[src/rtl/branch_unit_pred.sv]
// -----------------------------------------------------------------------------
// branch_unit_pred
//   Branch resolution unit at the execute/writeback boundary.
//   - Keeps a registered flag set (zero, carry, odd, msb, overflow) that is
//     written by flag-setting instructions, with a same-cycle bypass.
//   - Resolves jumps against an extended condition set.
//   - Holds a direct-mapped table of 2-bit saturating counters (BHT) that
//     serves fetch-stage predictions.
//   - On a mispredict it raises a one-cycle registered redirect/flush and
//     squashes the following shadow instruction.
//
// Ports
//   clk, rst        : clock and synchronous active-high reset
//   flag_we         : latch flags from wb_val / c_out / ov this cycle
//   wb_val, c_out, ov : writeback value, ALU carry out, ALU signed overflow
//   jmp, brc, cond  : resolving jump, conditional qualifier, condition code
//   br_pc, br_target, br_pred : jump address, target, fetch prediction
//   fetch_pc        : fetch address for the BHT lookup
//   fetch_pred      : predicted taken for fetch_pc (combinational)
//   jmp_true        : resolved taken (combinational)
//   redirect_valid, redirect_pc : registered redirect / corrected address
//   mispred_cnt     : saturating mispredict counter
// -----------------------------------------------------------------------------
module branch_unit_pred #(
  parameter int WIDTH     = 16,
  parameter int ADDR_W    = 16,
  parameter int BHT_DEPTH = 16,
  localparam int IDX_W    = $clog2(BHT_DEPTH)
) (
  input  logic              clk,
  input  logic              rst,
  input  logic              flag_we,
  input  logic [WIDTH-1:0]  wb_val,
  input  logic              c_out,
  input  logic              ov,
  input  logic              jmp,
  input  logic              brc,
  input  logic [4:0]        cond,
  input  logic [ADDR_W-1:0] br_pc,
  input  logic [ADDR_W-1:0] br_target,
  input  logic              br_pred,
  input  logic [ADDR_W-1:0] fetch_pc,
  output logic              fetch_pred,
  output logic              jmp_true,
  output logic              redirect_valid,
  output logic [ADDR_W-1:0] redirect_pc,
  output logic [15:0]       mispred_cnt
);

  // Registered state
  logic              zero_r, carry_r, odd_r, msb_r, ovf_r;
  logic [1:0]        bht_r [BHT_DEPTH];
  logic              redirect_valid_r;
  logic [ADDR_W-1:0] redirect_pc_r;
  logic [15:0]       mispred_cnt_r;

  // Combinational signals
  logic              zero_live_s;
  logic              zero_s, carry_s, odd_s, msb_s, ovf_s;
  logic              cond_true_s;
  logic              valid_jmp_s;
  logic              jmp_true_s;
  logic              mispred_s;
  logic [IDX_W-1:0]  br_idx_s;
  logic [IDX_W-1:0]  fetch_idx_s;
  logic [1:0]        br_ctr_s;
  logic [ADDR_W-1:0] fallthrough_pc_s;
  logic              unused_fetch_bits_s;

  assign zero_live_s      = (wb_val == {WIDTH{1'b0}});
  assign br_idx_s         = br_pc[IDX_W-1:0];
  assign fetch_idx_s      = fetch_pc[IDX_W-1:0];
  assign br_ctr_s         = bht_r[br_idx_s];
  assign fallthrough_pc_s = br_pc + {{(ADDR_W-1){1'b0}}, 1'b1};
  // Only the index bits of the fetch address take part in the lookup.
  assign unused_fetch_bits_s = ^fetch_pc;

  // Effective flags: a flag write in the same cycle bypasses the registers.
  always_comb begin
    if (flag_we) begin
      zero_s  = zero_live_s;
      carry_s = c_out;
      odd_s   = wb_val[0];
      msb_s   = wb_val[WIDTH-1];
      ovf_s   = ov;
    end else begin
      zero_s  = zero_r;
      carry_s = carry_r;
      odd_s   = odd_r;
      msb_s   = msb_r;
      ovf_s   = ovf_r;
    end
  end

  // Condition code evaluation; unassigned codes never take.
  always_comb begin
    cond_true_s = 1'b0;
    case (cond)
      5'b00000: cond_true_s = zero_s;
      5'b00001: cond_true_s = ~zero_s;
      5'b00010: cond_true_s = carry_s;
      5'b00011: cond_true_s = ~carry_s;
      5'b00100: cond_true_s = odd_s;
      5'b00101: cond_true_s = ~odd_s;
      5'b00110: cond_true_s = msb_s;
      5'b00111: cond_true_s = ~msb_s;
      5'b01000: cond_true_s = ovf_s;
      5'b01001: cond_true_s = ~ovf_s;
      5'b01010: cond_true_s = msb_s ^ ovf_s;
      5'b01011: cond_true_s = ~(msb_s ^ ovf_s);
      5'b01100: cond_true_s = carry_s & ~zero_s;
      5'b01101: cond_true_s = ~carry_s | zero_s;
      default:  cond_true_s = 1'b0;
    endcase
  end

  // The instruction behind a mispredict is squashed while the redirect is up.
  assign valid_jmp_s = jmp & ~redirect_valid_r;
  assign jmp_true_s  = valid_jmp_s & (~brc | cond_true_s);
  assign mispred_s   = valid_jmp_s & (jmp_true_s != br_pred);

  assign fetch_pred     = bht_r[fetch_idx_s][1];
  assign jmp_true       = jmp_true_s;
  assign redirect_valid = redirect_valid_r;
  assign redirect_pc    = redirect_pc_r;
  assign mispred_cnt    = mispred_cnt_r;

  // Flag register: written on flag_we, independent of squashing.
  always_ff @(posedge clk) begin
    if (rst) begin
      zero_r  <= 1'b0;
      carry_r <= 1'b0;
      odd_r   <= 1'b0;
      msb_r   <= 1'b0;
      ovf_r   <= 1'b0;
    end else if (flag_we) begin
      zero_r  <= zero_live_s;
      carry_r <= c_out;
      odd_r   <= wb_val[0];
      msb_r   <= wb_val[WIDTH-1];
      ovf_r   <= ov;
    end else begin
      zero_r  <= zero_r;
      carry_r <= carry_r;
      odd_r   <= odd_r;
      msb_r   <= msb_r;
      ovf_r   <= ovf_r;
    end
  end

  // BHT: single-cycle reset to weakly not taken, saturating update on
  // resolved conditional jumps only.
  always_ff @(posedge clk) begin
    if (rst) begin
      for (int i = 0; i < BHT_DEPTH; i++) begin
        bht_r[i] <= 2'b01;
      end
    end else if (valid_jmp_s & brc) begin
      if (jmp_true_s) begin
        bht_r[br_idx_s] <= (br_ctr_s == 2'b11) ? 2'b11 : br_ctr_s + 2'b01;
      end else begin
        bht_r[br_idx_s] <= (br_ctr_s == 2'b00) ? 2'b00 : br_ctr_s - 2'b01;
      end
    end else begin
      bht_r[br_idx_s] <= br_ctr_s;
    end
  end

  // Redirect and mispredict counter.
  always_ff @(posedge clk) begin
    if (rst) begin
      redirect_valid_r <= 1'b0;
      redirect_pc_r    <= {ADDR_W{1'b0}};
      mispred_cnt_r    <= 16'h0000;
    end else begin
      redirect_valid_r <= mispred_s;
      if (mispred_s) begin
        redirect_pc_r <= jmp_true_s ? br_target : fallthrough_pc_s;
        mispred_cnt_r <= (mispred_cnt_r == 16'hFFFF) ? 16'hFFFF
                                                     : mispred_cnt_r + 16'h0001;
      end else begin
        redirect_pc_r <= redirect_pc_r;
        mispred_cnt_r <= mispred_cnt_r;
      end
    end
  end

endmodule

[config.mk]
export PLATFORM = sky130hd
export DESIGN_NAME = branch_unit_pred
export DESIGN_NICKNAME = d
export VERILOG_FILES = /design/src/rtl/branch_unit_pred.sv
export SDC_FILE = /design/constraint.sdc
export NUM_CORES = 1
export LEC_CHECK = 0
export ABC_AREA = 1
export CAP_MARGIN = 20
export CELL_PAD_IN_SITES_DETAIL_PLACEMENT = 1
export CELL_PAD_IN_SITES_GLOBAL_PLACEMENT = 2
export CORE_MARGIN = 5
export CORE_UTILIZATION = 29
export CTS_CLUSTER_DIAMETER = 200
export DETAILED_ROUTE_END_ITERATION = 10
export PLACE_DENSITY = 0.95
export SLEW_MARGIN = 0
export SYNTH_ARGS = -nofsm -noshare
export SYNTH_HDL_FRONTEND = slang
export SYNTH_SLANG_ARGS = --single-unit
[constraint.sdc]
create_clock -name clk -period 5.7 [get_ports clk]
set_input_delay 1.14 -clock clk [delete_from_list [all_inputs] [get_ports clk]]
set_output_delay 1.14 -clock clk [all_outputs]
set_load 0.005 [all_outputs]
Word level (Yosys, flattened, before mapping) --
Memories as Yosys holds them, arrays and structs flattened. Index checks and enable logic that the tools add are counted.
Cells by class: $add $sub $neg 4, equality and inequality tests 16, mux-type cells 28, bitwise logic cells 18, reduce and logical (&&, ||, !) cells 4
Operators with widths (number):
- 16-bit by 1-bit adder with 16-bit output (second input constant) | 2
- 16-bit 2-to-1 mux | 2
- 5-bit by 4-bit == test with 1-bit output (second input constant) | 6
- 5-bit by 3-bit == test with 1-bit output (second input constant) | 4
- 1-bit 2-to-1 mux | 19
- 16-bit == test (second input constant) | 1
- 16-bit zero test | 1
- 1-bit case mux with 14 select lines | 1
- 5-bit by 2-bit == test with 1-bit output (second input constant) | 2
- 2-bit 2-to-1 mux | 5
- 1-bit NOT | 8
- 1-bit AND | 5
- 5-bit by 1-bit == test with 1-bit output (second input constant) | 1
- 5-bit zero test | 1
- 4-bit 2-to-1 mux | 1
- 1-bit OR | 4
- 2-bit by 1-bit adder with 2-bit output (second input constant) | 1
- 2-bit == test (second input constant) | 1
- 2-bit zero test | 1
- 2-bit OR reduction | 1
- 2-bit by 1-bit subtractor with 2-bit output (second input constant) | 1
- 1-bit inequality test | 1
- 1-bit XOR | 1
Word-level totals: register bits after elaboration 38, RAM bits 32, input bits 77, output and inout port bits 35, logic and storage cells 79, memories 1
Memory list:
- bht_r | depth 16, bits a word 2, rd ports 2, clocked after Yosys merged registers in 0, wr ports 16, line 52 | logic [1:0] bht_r [BHT_DEPTH];

Longest topological paths before layout --
word-level depth 15, depth in mapped cells 19, depth with buffers taken out 17

Least setup slack after synthesis --
Ideal clock, no wire load.
path kind in2out, start in flag_we, end out jmp_true, arrival time 2.361 ns, required time 4.560 ns, slack 2.199 ns, stages 14, path buffers 2, cell sequence buf_6 -> inv_4 -> nand2_2 -> nand2_1 -> nand2_1 -> nand3_1 -> nand2_1 -> inv_1 -> nand3_1 -> nor2_1 -> nand4_2 -> nand2_4 -> inv_2 -> buf_2
On the way: cells in the longest elaborated chain, start to end 6, elaborated cells on any way between the ends 17, classes of those cells mux (6); bitwise (11)
Ends and longest elaborated chain:
- start, declared | line 32 | input logic flag_we,
- 1-bit 2-to-1 mux, on equally long branches
- 1-bit NOT, or another cell as far along | line 102, 112
- 1-bit OR, or another cell as far along | line 112 | 5'b01101: cond_true_s = ~carry_s | zero_s;
- 1-bit case mux with 14 select lines (*) | line 98 | case (cond)
- 1-bit OR (*) | line 119 | assign jmp_true_s = valid_jmp_s & (~brc | cond_true_s);
- 1-bit AND (*) | line 119
- end, declared | line 44 | output logic jmp_true,
Mark *: on every way between the ends. The rest lies on a longest branch, timed or not.

Worst setup path in the final report --
Same ends and word-level chain as after synthesis.

==> flow_metrics.env <==
export IMPL_worst_slew_margin=0.455
export IMPL_cts_repair_resized=0
export IMPL_cp_data_arrival_time_ns=3.74
export IMPL_grt_pass1_vias=4849
export IMPL_drc=0
export IMPL_layout_drive_gt1_share=0.0492
export IMPL_max_cap_violations=0
export IMPL_syn_instance_count=702
export IMPL_ir_worst_vdd_mv=0.136
export IMPL_synth_commonest_cells="nand2_1, nor2_1, inv_1"
export IMPL_worst_hold_path_type="flop to flop"
export IMPL_clock_sinks=70
export IMPL_dr_pass1_iters=4
export IMPL_die_x_um=137
export IMPL_drt_vias_per_instance=4.79
export IMPL_rrSetupSlack_ns=3.18
export IMPL_rows=46
export IMPL_cts_root_buffer_cell="clkbuf_16"
export IMPL_syn_to_layout_area_delta_pct=31.0
export IMPL_path_max_fanout=19
export IMPL_num_io_pins=112
export IMPL_type_of_origin_of_the_critical_path="input port"
export IMPL_netlist_cell_type_count=40
export IMPL_setup_viol=0
export IMPL_finalHoldViolCount=0
export IMPL_final_area_mm2=0.00613
export IMPL_wl_per_cell_um=14.5
export IMPL_netlist_area_mm2=0.00468
export IMPL_fin_crit_sh=0.855
export IMPL_grt_first_pass_wirelength_um=24100
export IMPL_num_vias=4837
export IMPL_power_static_leakage_nw=2.50
export IMPL_worst_endpoint_required_ns=4.56
export IMPL_cellPowerDensity_mw_per_mm2=235
export IMPL_dpl_instance_area_mm2=0.00582
export IMPL_worstSetupStartpoint="flag_we"
export IMPL_postSynthAreaPerCell_um2=6.67
export IMPL_timing_worst_setup_path_type="input port to primary output"
export IMPL_worst_slew_pin_slew_ns=0.816
export IMPL_synth_net_count=784
export IMPL_final_setup_skew_ns=0.00562
export IMPL_setup_tns_after_final_layout_ns=0
export IMPL_report_power_total_w=0.00144
export IMPL_first_iter_violations=170
export IMPL_start_util=0.295
export IMPL_hold_path_depth=2
export IMPL_number_of_h_tree_levels=3
export IMPL_timing_rr_start="msb_r$_SDFF_PP0_"
export IMPL_synth_seq_cells=70
export IMPL_cts_made_buffers=9
export IMPL_hold_end="carry_r$_SDFF_PP0_"
export IMPL_yosysWarnings=0
export IMPL_grt_total_usage=0.160
export IMPL_period_minus_slack_ns=4.88
export IMPL_route_antenna_remaining_nets=0
export IMPL_clk_latency_ns=0.34
export IMPL_place_inst=993
export IMPL_outcome="finished, final reports clean"
export IMPL_async_reset_ff_frac=0
export IMPL_floorplan_die_height_um=137
export IMPL_layout_cells_non_filler=1009
export IMPL_holdBufCountCts=0
export IMPL_top_post_synthesis_cells_by_area="edfxtp_1, dfxtp_1, nand2_1, nor2_1, nand3_1"
export IMPL_clock_tree_buffer_depth=2
export IMPL_largest_net_degree_at_the_start_of_global_routing=50
export IMPL_core_area_mm2=0.0159
export IMPL_grt_overflow_total=0
export IMPL_reg2regPathDepth=13
export IMPL_cts_tree="built"
export IMPL_post_synth_top_area_fraction=0.205
export IMPL_yosys_cell_count_top_type="nand2_1"
export IMPL_min_from="carry_r$_SDFF_PP0_"
export IMPL_die_area_mm2=0.0188
export IMPL_detailed_place_hpwl_um=10700
export IMPL_clk_transition_reported_paths_ns=0.06
export IMPL_yosys_area_top_type="edfxtp_1"
export IMPL_fin_max_slew_vios=0
export IMPL_type_of_destination_of_the_critical_path="primary output"
export IMPL_place_port_buffers=99
export IMPL_synth_yosys_seq_area_share=0.368
export IMPL_drt_wl_total_um=14700
export IMPL_post_cts_setup_buffers=0
export IMPL_fmaxAchievable_mhz=205
export IMPL_antenna_found_initial=0
export IMPL_rr_endpoint="bht_r[5][0]$_SDFFCE_PN1P_"
export IMPL_antenna_fix_cells=0
export IMPL_final_weighted_congestion_in_routability_driven_placement=0.777
export IMPL_rsz0062_at_grt="no"
export IMPL_finish_net_count=870
export IMPL_ys_flop_type="dfxtp_1"
export IMPL_synth_edff_count=32
## metal layers
layer,share of wire,routed length [µm],track usage
met4,0.013,189,0.0532
met2,0.47,6830,0.260
met5,0,0,0
met1,0.48,7080,0.216
met3,0.040,583,0.0283
## cells in the final DEF, fill, tap and decap left out, types with 2 or more instances in the layout
cell type and n:
nand2_1 192, nor2_1 109, clkdlybuf4s50_1 99, inv_1 69, nand3_1 56, o21ai_0 49, dfxtp_1 38, edfxtp_1 32
a21oi_1 27, nand4_1 26, a21boi_0 10, nor3_1 9, clkbuf_16 9, a21boi_1 6, xor2_1 6, or2_2 6
xnor2_1 5, ha_1 5, o22ai_1 4, buf_4 4, nand3b_1 2, nand2_2 2, nand4_2 2, nor2_2 2
nand2_4 2, inv_2 2, nor3b_1 2, clkinv_2 2, bufinv_16 2
## logic make-up after synthesis
group	count (synthesis)	synth area share
buffers and inverters	100	0.0912
XOR/XNOR	11	0.0206
flip-flops	70	0.368
AO/OA/AOI/OAI	103	0.124
adder cells (fa/ha/maj)	5	0.0134
AND/OR/NAND/NOR	413	0.383
## where the power goes
group | total (W) | internal (W) | switching [W]
Clock | 0.000604 | 0.000382 | 0.000222
Combinational | 0.000271 | 0.000113 | 0.000158
Sequential | 0.000563 | 0.000550 | 0.0000136
## per-stage QoR
step                utilization  hold WS (ns)  setup WS, ns
global route              0.386         0.514         0.575
CTS                       0.386         0.490         0.802
detailed placement        0.366         0.479         0.804
floorplan                     -         0.456          2.20
finish                    0.386         0.498         0.824
global placement          0.366         0.467         0.833
## cell type report
class	count	area, µm²
clock buffers	10	229
flip-flops and latches	70	1720
clock inverters	6	86.3
well taps	216	270
repair buffers	103	1020
fillers	2050	9750
multi-input cells	532	2530
inverters	72	273
## critical path, stage by stage
cell,delay [ns]
clkdlybuf4s50_1,0.66
nand2_1,0.10
nor2_1,0.12
nand3b_1,0.19
nand3_1,0.17
nand3_1,0.13
nand4_2,0.17
nand2_4,0.17
inv_2,0.31
clkdlybuf4s50_1,0.57
## worst max path at each step
stage | end | slack (ns) | cells past startpoint
floorplan | jmp_true | 2.20 | 14
global placement | jmp_true | 0.83 | 13
detailed placement | jmp_true | 0.80 | 13
CTS | jmp_true | 0.80 | 10
global route | jmp_true | 0.58 | 13
finish | jmp_true | 0.82 | 10
## flip-flops by register name, summed over array words and instances (netlist names)
name / count
msb_r: 1
redirect_pc: 16
zero_r: 1
ovf_r: 1
odd_r: 1
redirect_valid: 1
carry_r: 1
mispred_cnt: 16
bht_r: 32
Power figures use the tool's default switching activity.
